### src/rtl/lcd_frame_scheduler.sv
// lcd_frame_scheduler
// Sequences bytes for an SPI-attached LCD controller.
//   - Serves single command bytes from a requester while idle.
//   - Streams full frames: CASET/PASET/RAMWR window setup, then RGB565
//     pixels as two data bytes each (MSB first).
// A downstream byte engine does the actual serialisation. This block issues one
// byte at a time with spi_start, then waits for spi_done.
//
// Optional build macro: LCD_SCHED_TIMEOUT_EN
//   Adds a pixel-starvation watchdog in WAIT_PIX. When it expires, the block
//   aborts the frame and re-sends the window. Without the macro, timeout is a
//   constant 0 and no idle counter exists.
//
// state    | meaning
// ---------+------------------------------------------------------------
// IDLE     | nothing in flight; commands win over frame start
// CMD      | send the latched command byte, ack on completion
// WIN      | send the 11-byte address window + RAMWR sequence
// WAIT_PIX | pix_ready high, waiting for the next pixel
// PIX_HI   | send latched pixel bits [15:8]
// PIX_LO   | send latched pixel bits [7:0], then count the pixel

module lcd_frame_scheduler #(
    parameter int H_MAX        = 239,
    parameter int V_MAX        = 319,
    parameter int IDLE_TIMEOUT = 5_000_000
) (
    input  logic        clk,
    input  logic        reset_p,
    input  logic        frame_en,
    input  logic        cmd_req,
    input  logic [7:0]  cmd_byte,
    input  logic        cmd_dc,
    output logic        cmd_ack,
    input  logic        pix_valid,
    input  logic [15:0] pix_data,
    output logic        pix_ready,
    output logic        spi_start,
    output logic [7:0]  spi_byte,
    output logic        spi_dc,
    input  logic        spi_busy,
    input  logic        spi_done,
    output logic        frame_done,
    output logic        timeout
);

    localparam int TOTAL_PIX = (H_MAX + 1) * (V_MAX + 1);
    // At least 17 bits, so the default 320x240 frame fits without wrap.
    localparam int PCW = ($clog2(TOTAL_PIX) > 17) ? $clog2(TOTAL_PIX) : 17;
    localparam logic [PCW-1:0] LAST_PIX = PCW'(TOTAL_PIX - 1);
    localparam logic [15:0]    H_MAX16  = 16'(H_MAX);
    localparam logic [15:0]    V_MAX16  = 16'(V_MAX);
    localparam logic [3:0]     WIN_LAST = 4'd10;

    typedef enum logic [2:0] {
        IDLE     = 3'd0,
        CMD      = 3'd1,
        WIN      = 3'd2,
        WAIT_PIX = 3'd3,
        PIX_HI   = 3'd4,
        PIX_LO   = 3'd5
    } state_t;

    state_t          state_q;
    logic            sent_q;        // byte of the current step handed to the engine
    logic [3:0]      win_step_q;
    logic [PCW-1:0]  pixel_cnt_q;
    logic [15:0]     pix_q;
    logic [7:0]      cmd_byte_q;
    logic            cmd_dc_q;

    logic            spi_start_q;
    logic [7:0]      spi_byte_q;
    logic            spi_dc_q;
    logic            pix_ready_q;
    logic            cmd_ack_q;
    logic            frame_done_q;

    logic [7:0]      byte_d;
    logic            dc_d;

`ifdef LCD_SCHED_TIMEOUT_EN
    localparam int IW = $clog2(IDLE_TIMEOUT + 1) + 1;
    localparam logic [IW-1:0] IDLE_LIMIT = IW'(IDLE_TIMEOUT);
    logic [IW-1:0]   idle_q;
    logic            timeout_q;
`endif

    // Byte and D/C that the current issuing state wants to send next.
    always_comb begin
        byte_d = 8'h00;
        dc_d   = 1'b1;
        case (state_q)
            CMD: begin
                byte_d = cmd_byte_q;
                dc_d   = cmd_dc_q;
            end
            WIN: begin
                case (win_step_q)
                    4'd0:    begin byte_d = 8'h2A;         dc_d = 1'b0; end
                    4'd1:    begin byte_d = 8'h00;         dc_d = 1'b1; end
                    4'd2:    begin byte_d = 8'h00;         dc_d = 1'b1; end
                    4'd3:    begin byte_d = H_MAX16[15:8]; dc_d = 1'b1; end
                    4'd4:    begin byte_d = H_MAX16[7:0];  dc_d = 1'b1; end
                    4'd5:    begin byte_d = 8'h2B;         dc_d = 1'b0; end
                    4'd6:    begin byte_d = 8'h00;         dc_d = 1'b1; end
                    4'd7:    begin byte_d = 8'h00;         dc_d = 1'b1; end
                    4'd8:    begin byte_d = V_MAX16[15:8]; dc_d = 1'b1; end
                    4'd9:    begin byte_d = V_MAX16[7:0];  dc_d = 1'b1; end
                    default: begin byte_d = 8'h2C;         dc_d = 1'b0; end
                endcase
            end
            PIX_HI: begin
                byte_d = pix_q[15:8];
                dc_d   = 1'b1;
            end
            PIX_LO: begin
                byte_d = pix_q[7:0];
                dc_d   = 1'b1;
            end
            default: begin
                byte_d = 8'h00;
                dc_d   = 1'b1;
            end
        endcase
    end

    // Main sequencer: state, counters and all registered outputs.
    always_ff @(posedge clk) begin
        if (reset_p) begin
            state_q      <= IDLE;
            sent_q       <= 1'b0;
            win_step_q   <= 4'd0;
            pixel_cnt_q  <= '0;
            pix_q        <= 16'h0000;
            cmd_byte_q   <= 8'h00;
            cmd_dc_q     <= 1'b0;
            spi_start_q  <= 1'b0;
            spi_byte_q   <= 8'h00;
            spi_dc_q     <= 1'b0;
            pix_ready_q  <= 1'b0;
            cmd_ack_q    <= 1'b0;
            frame_done_q <= 1'b0;
`ifdef LCD_SCHED_TIMEOUT_EN
            idle_q       <= '0;
            timeout_q    <= 1'b0;
`endif
        end else begin
            // Pulse outputs default low; they are raised for one cycle below.
            spi_start_q  <= 1'b0;
            cmd_ack_q    <= 1'b0;
            frame_done_q <= 1'b0;
`ifdef LCD_SCHED_TIMEOUT_EN
            timeout_q    <= 1'b0;
`endif
            case (state_q)
                IDLE: begin
                    sent_q <= 1'b0;
                    if (cmd_req) begin
                        cmd_byte_q <= cmd_byte;
                        cmd_dc_q   <= cmd_dc;
                        state_q    <= CMD;
                    end else if (frame_en) begin
                        win_step_q <= 4'd0;
                        state_q    <= WIN;
                    end
                end

                CMD, WIN, PIX_HI, PIX_LO: begin
                    if (!sent_q) begin
                        if (!spi_busy) begin
                            spi_start_q <= 1'b1;
                            spi_byte_q  <= byte_d;
                            spi_dc_q    <= dc_d;
                            sent_q      <= 1'b1;
                        end
                    end else if (spi_done) begin
                        sent_q <= 1'b0;
                        case (state_q)
                            CMD: begin
                                cmd_ack_q <= 1'b1;
                                state_q   <= IDLE;
                            end
                            WIN: begin
                                if (win_step_q == WIN_LAST) begin
                                    win_step_q  <= 4'd0;
                                    pixel_cnt_q <= '0;
`ifdef LCD_SCHED_TIMEOUT_EN
                                    idle_q      <= '0;
`endif
                                    pix_ready_q <= 1'b1;
                                    state_q     <= WAIT_PIX;
                                end else begin
                                    win_step_q <= win_step_q + 4'd1;
                                end
                            end
                            PIX_HI: begin
                                state_q <= PIX_LO;
                            end
                            PIX_LO: begin
                                if (pixel_cnt_q == LAST_PIX) begin
                                    frame_done_q <= 1'b1;
                                    pixel_cnt_q  <= '0;
                                    state_q      <= IDLE;
                                end else begin
                                    pixel_cnt_q <= pixel_cnt_q + PCW'(1);
                                    pix_ready_q <= 1'b1;
                                    state_q     <= WAIT_PIX;
                                end
                            end
                            default: begin
                                state_q <= IDLE;
                            end
                        endcase
                    end
                end

                WAIT_PIX: begin
                    if (pix_valid && pix_ready_q) begin
                        pix_q       <= pix_data;
                        pix_ready_q <= 1'b0;
                        state_q     <= PIX_HI;
`ifdef LCD_SCHED_TIMEOUT_EN
                        idle_q      <= '0;
                    end else if (idle_q == IDLE_LIMIT) begin
                        // Starved too long: drop the partial frame and re-send the window.
                        timeout_q   <= 1'b1;
                        idle_q      <= '0;
                        pixel_cnt_q <= '0;
                        win_step_q  <= 4'd0;
                        pix_ready_q <= 1'b0;
                        state_q     <= WIN;
                    end else begin
                        idle_q <= idle_q + IW'(1);
`endif
                    end
                end

                default: begin
                    state_q     <= IDLE;
                    sent_q      <= 1'b0;
                    pix_ready_q <= 1'b0;
                end
            endcase
        end
    end

    assign spi_start  = spi_start_q;
    assign spi_byte   = spi_byte_q;
    assign spi_dc     = spi_dc_q;
    assign pix_ready  = pix_ready_q;
    assign cmd_ack    = cmd_ack_q;
    assign frame_done = frame_done_q;

`ifdef LCD_SCHED_TIMEOUT_EN
    assign timeout = timeout_q;
`else
    // Watchdog not built: constant 0, the parameter is only referenced here.
    assign timeout = (IDLE_TIMEOUT < 0);
`endif

endmodule

### config.mk
export PLATFORM = sky130hd
export DESIGN_NAME = lcd_frame_scheduler
export DESIGN_NICKNAME = d
export VERILOG_FILES = /design/src/rtl/lcd_frame_scheduler.sv
export SDC_FILE = /design/constraint.sdc
export NUM_CORES = 1
export LEC_CHECK = 0
export CORE_MARGIN = 5
export CORE_UTILIZATION = 49
export CTS_CLUSTER_DIAMETER = 200
export DETAILED_ROUTE_END_ITERATION = 8
export PLACE_DENSITY = 0.8
export SYNTH_ARGS = -nofsm -noshare
export SYNTH_HDL_FRONTEND = slang
export SYNTH_SLANG_ARGS = --single-unit
### constraint.sdc
create_clock -name clk -period 1.7 [get_ports clk]
set_input_delay 0.17 -clock clk [delete_from_list [all_inputs] [get_ports clk]]
set_output_delay 0.17 -clock clk [all_outputs]
set_load 0.005 [all_outputs]
After elaboration in Yosys (flattened, before gate mapping)

Memory sizes are Yosys's and may differ from the RTL's. A register that Yosys moved wholly into a read port is not among the register bits.
Cells that the tools add are included.

Register bits: 63
Memory bits (read-only): 144
Logic and storage cells: 91
Bits of input ports: 32
Memories kept: 1

Mux-type cells: 36
Bitwise operators: 6
Eq/ne operators: 18
Add/sub/neg operators: 2
Reduce and logical (&&, ||, !) cells: 15

Memories:

| memory           | depth | bits a word | read ports | clocked after memory_dff | wr ports | line | text |
|---|---|---|---|---|---|---|---|
| (name not given) | 16    | 9           | 1          | 1                        | 0        | 99   | `case (win_step_q)` |

Operators by type and width:

| operator              | number |
|---|---|
| $mux 17               | 2 |
| $pmux 17 s2           | 1 |
| $mux 4                | 8 |
| $pmux 8 s4            | 1 |
| $mux 3                | 6 |
| $pmux 3 s3            | 2 |
| $add 17x1->17 const B | 1 |
| $eq 17x17->1 const B  | 1 |
| $ne 2x2->1 const B    | 7 |
| $ne 3x3->1 const B    | 4 |
| $mux 1                | 10 |
| $reduce_and 5->1      | 2 |
| $pmux 4 s2            | 1 |
| $reduce_or 4->1       | 2 |
| $reduce_and 7->1      | 1 |
| $eq 3x2->1 const B    | 2 |
| $eq 3x3->1 const B    | 2 |
| $not 1->1             | 6 |
| $pmux 1 s2            | 3 |
| $reduce_and 6->1      | 1 |
| $reduce_or 5->1       | 1 |
| $add 4x1->4 const B   | 1 |
| $eq 4x4->1 const B    | 1 |
| $reduce_and 2->1      | 2 |
| other kinds (8)       | 9 |

Depth between registers and ports, before layout

Word-level depth: 8
Depth in mapped cells: 9

Worst setup path before layout

No wires, ideal clock.

Path type: flip-flop to flip-flop
Start: reg state_q[2]
End: reg pixel_cnt_q[7]
Setup time: 0.070 ns
Data required time: 1.630 ns
Clock period less this slack: 1.875 ns
Buffers on the path: 1
Data arrival time: 1.805 ns
Setup slack: -0.175 ns
Cell stages (with the launch flop): 8
Path through: dfxtp_1 buf_2 or3b_4 o21ai_2 and3_1 nand2_1 or4_1 a21oi_1

Longest elaborated chain between the ends: 3

RTL lines:

| item                                         | line     | text |
|---|---|---|
| from (decl)                                  | 64       | `state_t state_q;` |
| from (signal assigned)                       | 131      | `state_q <= IDLE;` |
| from (signal assigned)                       | 162      | `state_q <= CMD;` |
| from (signal assigned)                       | 165      | `state_q <= WIN;` |
| $eq 3x2->1 (tied with other cells)           | 156, 179 |  |
| $ne 2x2->1 (no line) (tied with other cells) | --       |  |
| $reduce_and 5->1 (no line)                   | --       |  |
| to (signal assigned)                         | 206      | `pixel_cnt_q <= pixel_cnt_q + PCW'(1);` |
| to (decl)                                    | 67       | `logic [PCW-1:0] pixel_cnt_q;` |

Several ways; a longest one is shown, not always the timed one.
A chain may end at the register's enable or synchronous reset.

==> summary by stage <==
Run status
The flow ran to the end, but the final reports show violations. The final reports fail on negative setup slack.

Logic synthesis
The Yosys step of the flow raised 0 warnings. Counting flops with a built-in enable in the synthesized netlist gives 0. In this run, distinct cell masters in the synthesized netlist total between 50 and 60. The summed instance area of the synthesized netlist is about 3300 um2. The average instance area after synthesis is 7.95 um2. The number of instances in the synthesized netlist is 416. Counting flops and latches in the post-synthesis netlist gives 70. The number of nets produced by synthesis is 451. The proportion of synthesized chip area in sequential cells is between 40% and 50%. In the synthesized netlist the dominant register cell turns out to be sky130_fd_sc_hd__dfxtp_1. The share of async-settable or async-resettable flops after synthesis is 0%.

Route
The post-detailed-route count of antenna-violating nets is 0. The number of iterations in the first detailed-routing pass is 5. The number of DRC violations after detailed-routing iteration 0 is roughly 320.

Dividing the detail-routed wire length by the instance count gives 18.8 um. For this block, the via count after detailed routing is 3725. In the routed layout, each cell is associated on average with a via count of 5.99. Wires add up to 11700 um. The number of design rule violations left after detail routing is 0.

Clock network
The H-tree generated during clock tree synthesis spans 3 levels. The clock edge transition at the registers on the reported setup and hold paths is 0.08 ns. The clock insertion delay at the later pin of the skew report is 0.36 ns. In this run the deepest clock path goes through 2 buffers. In this run the clock root is driven by a sky130_fd_sc_hd__clkbuf_8. The TritonCTS clock tree is built. The clock drives 70 sinks.

The total clock buffers created by CTS is 9.

STA
The total setup violations reported at the end of the flow is 39. Setup repair after global routing could not meet its margin everywhere. The max-slew violation count is 0. The final critical delay including setup and external delays is around 2.1 ns.

Derived from the worst setup path, the maximum achievable clock frequency is 0.470 GHz. For the final database, setup skew stands at about 0.0093 ns. In the post-route analysis, the smallest setup slack over all paths is -0.430 ns. The final hold violation count is 0. After layout, the worst path uses 125% of the clock period.

Setup path
The cell family contributing the most delay on the critical path is compound AO/OA/AOI/OAI gates. STA classifies the critical path startpoint as a register. The critical path starts at state_q[0].

For flop-to-flop paths, the worst setup slack is -0.43 ns. The required time of the critical path is 1.97 ns. The critical path goes through buf_4 > nor3b_4 > a22oi_2 > a31oi_1 > a211oi_2 > buf_4 > o21bai_4 > a221oi_2.

At the worst endpoint, the arrival time is 2.40 ns. The sum of buffers and inverters on the critical path is 2. In this run the critical register-to-register path is launched from state_q[0]. On the critical path, the stage with the largest delay is an instance of sky130_fd_sc_hd__dfxtp_4.

The cell with the most instances on the worst path is sky130_fd_sc_hd__buf_4. Of all nets on the critical path, the largest fanout is 6. The worst setup path is of the reg -> reg kind. The endpoint type of the worst setup path is a register. The stage delay of the slowest cell on the critical path is about 0.38 ns.

Global route
The pin count of the biggest net entering global routing is 42. The first global-routing pass estimated 17200 um of wire. The initial antenna violation count is 0. The number of global-route vias before repair is 3629.

The combined global-route utilization of all metal layers is approximately 25%. The global route total overflow is 0.

Placement
The number of buffers added on ports is 44. The last weighted congestion value of the routability-driven placer is ~0.91. Once detailed placement completed, the half-perimeter wirelength came to 6800 um. Timing analysis after detailed placement gives a worst setup slack of -0.360 ns.

Finish
The share of cells above drive strength 1 is 33.2%. The final layout net count is 572. The repair_antennas step left the layout with diodes totalling 0. The library cells used most frequently in the layout, excluding fill and tap cells, are sky130_fd_sc_hd__buf_4 (78), sky130_fd_sc_hd__nand2_1 (69), sky130_fd_sc_hd__dfxtp_1 (61). Leaving out fill and tap cells, the most frequent cell in the layout is sky130_fd_sc_hd__buf_4. The fill cell instance count of the final layout is 411. The area overhead of the layout relative to synthesis is 52.4%.

Power and ir drop
The power density relative to cell area is 1180 nW/um2. The power share of the sequential group is about 33%. The analysis attributes to cell leakage a power of 1.91 nW. In this run the power spent charging and discharging nets is just over 2 mW. Combinational logic burns 41.9% of the power. Power comes to 5.97 mW. The design internal power is 3.96 mW. The clock network is responsible for approximately a quarter of the overall power. Of the total power, the share spent switching nets is 33.7%. The worst vdd rail ir drop is 0.000838 V.

Floorplanning
46 I/O pins were placed. The standard-cell row count is 30. The die covers 8490 um2. For this configuration, the core starts out at a cell density of 49.5%. The placeable core area is 6680 um2.

The die is 92.2 um tall. The floorplan step set the die width to 92.2 um.

Hold path
The worst hold path begins at reset_p. The worst min-delay path category is in -> reg.

Flow run
The max-capacitance violation count is 0.
-- worst register-to-register path: cells and delay by family, from the launching register on --
kind / cells / cell delay, ns
AOI/OAI and AO/OA: 5 / 1.03
DFF: 1 / 0.38
buffers and inverters: 2 / 0.33
and+or+nand+nor: 1 / 0.31
-- stage by stage --
step | cells | TNS (ns) | instance area (um2) | util (%) | hold WS [ns]
floorplan | 416 | -0.461 | 3430 | - | 0.306
global placement | 580 | -4.53 | 4320 | 64.6 | 0.442
detailed placement | 580 | -5.74 | 4320 | 64.6 | 0.447
CTS | 610 | -2.78 | 4810 | 72.0 | 0.282
global route | 622 | -8.32 | 5040 | 75.4 | 0.305
finish | 622 | -5.94 | 5040 | 75.4 | 0.298
-- final cells by class --
| class | instances | area (um2) | share of cell area (%) |
|---|---|---|---|
| inverter | 6 | 22.5 | 0.447 |
| sequential | 70 | 1420 | 28.2 |
| timing repair buffer | 136 | 1190 | 23.6 |
| clock inverter | 4 | 70.1 | 1.39 |
| multi-input combinational | 314 | 2090 | 41.5 |
| clock buffer | 12 | 145 | 2.88 |
| tap | 80 | 100 | 1.99 |
-- state kept, by name (all words and copies together), names as in the netlist, named ones only --
signal	cells
cmd_dc_q	1
pixel_cnt_q	17
sent_q	1
cmd_byte_q	8
spi_byte	8
pix_q	16
frame_done	1
spi_start	1
state_q	3
win_step_q	4
pix_ready	1
spi_dc	1
cmd_ack	1
-- cell usage after synthesis, drive strengths merged, types with 2 or more instances --
cell / n / area share, %
nor3: 15 / 2.4
a31oi: 5 / 0.95
or4: 2 / 0.45
nand2b: 4 / 0.76
xnor2: 5 / 1.3
nand4: 2 / 0.38
nor4: 7 / 1.5
and4: 4 / 1.1
mux2i: 3 / 0.91
mux2: 6 / 2.0
a221oi: 2 / 0.53
nor2b: 7 / 1.3
o21bai: 2 / 0.45
a22oi: 10 / 2.3
clkbuf: 16 / 1.8
nand3: 13 / 2.0
a311oi: 2 / 0.53
nand2: 73 / 8.3
o21a: 3 / 0.68
and3: 6 / 1.1
buf: 10 / 1.8
and2: 4 / 0.76
o21ai: 20 / 3.1
o221ai: 2 / 0.53
or3: 4 / 0.76
ha: 3 / 1.1
nand3b: 8 / 1.8
nor3b: 3 / 0.83
dfxtp: 70 / 42
inv: 6 / 0.68
a211oi: 4 / 1.1
nor2: 37 / 4.2
a21oi: 44 / 6.7
o211ai: 4 / 0.91
a32o: 2 / 0.61
-- path summary, 6_finish.rpt --
kind                            cells after the start          end
worst max register to register                      8     register
worst min register to register                      2     pix_q[6]
worst min-delay path                                3  spi_byte[3]
worst max-delay path                                8     register
-- layer usage --
metal	share of wire (%)	GRT usage, %
met5	0	0
met2	52	44.3
met4	5.3	11.5
met1	37	29.8
met3	6.0	5.17
-- power groups by stage --
stage | Combinational (mW) | Clock, mW | Sequential, mW
floorplan | 1.01 | 0 | 1.93
global route | 2.65 | 1.59 | 1.97
finish | 2.50 | 1.51 | 1.96
CTS | 2.11 | 1.49 | 1.93
global placement | 1.70 | 0 | 1.95
detailed placement | 1.74 | 0 | 1.95
-- timing repair --
| item | CTS | global route |
|---|---|---|
| gates resized for setup | 40 | 41 |
| gates cloned | 1 | 0 |
| endpoints found under the setup margin | 37 | 41 |
| pin swaps | 27 | 20 |
| hold endpoints to repair | 0 | 0 |
| hold buffers | 0 | 0 |
| buffers inserted | 13 | 15 |
-- logic make-up (layout without fill, tap and decap cells) --
group	count (synthesis)	in the layout	share of synthesized area (%)
XOR/XNOR	6	6	1.59
buffers and inverters	32	158	4.31
flip-flops	70	70	42.4
adder cells (fa/ha/maj)	3	3	1.14
multiplexers	9	9	2.95
AO/OA/AOI/OAI	102	102	18.8
AND/OR/NAND/NOR	193	193	28.7
other	1	1	0.113
Note: power is estimated with default switching activity, not from simulation.
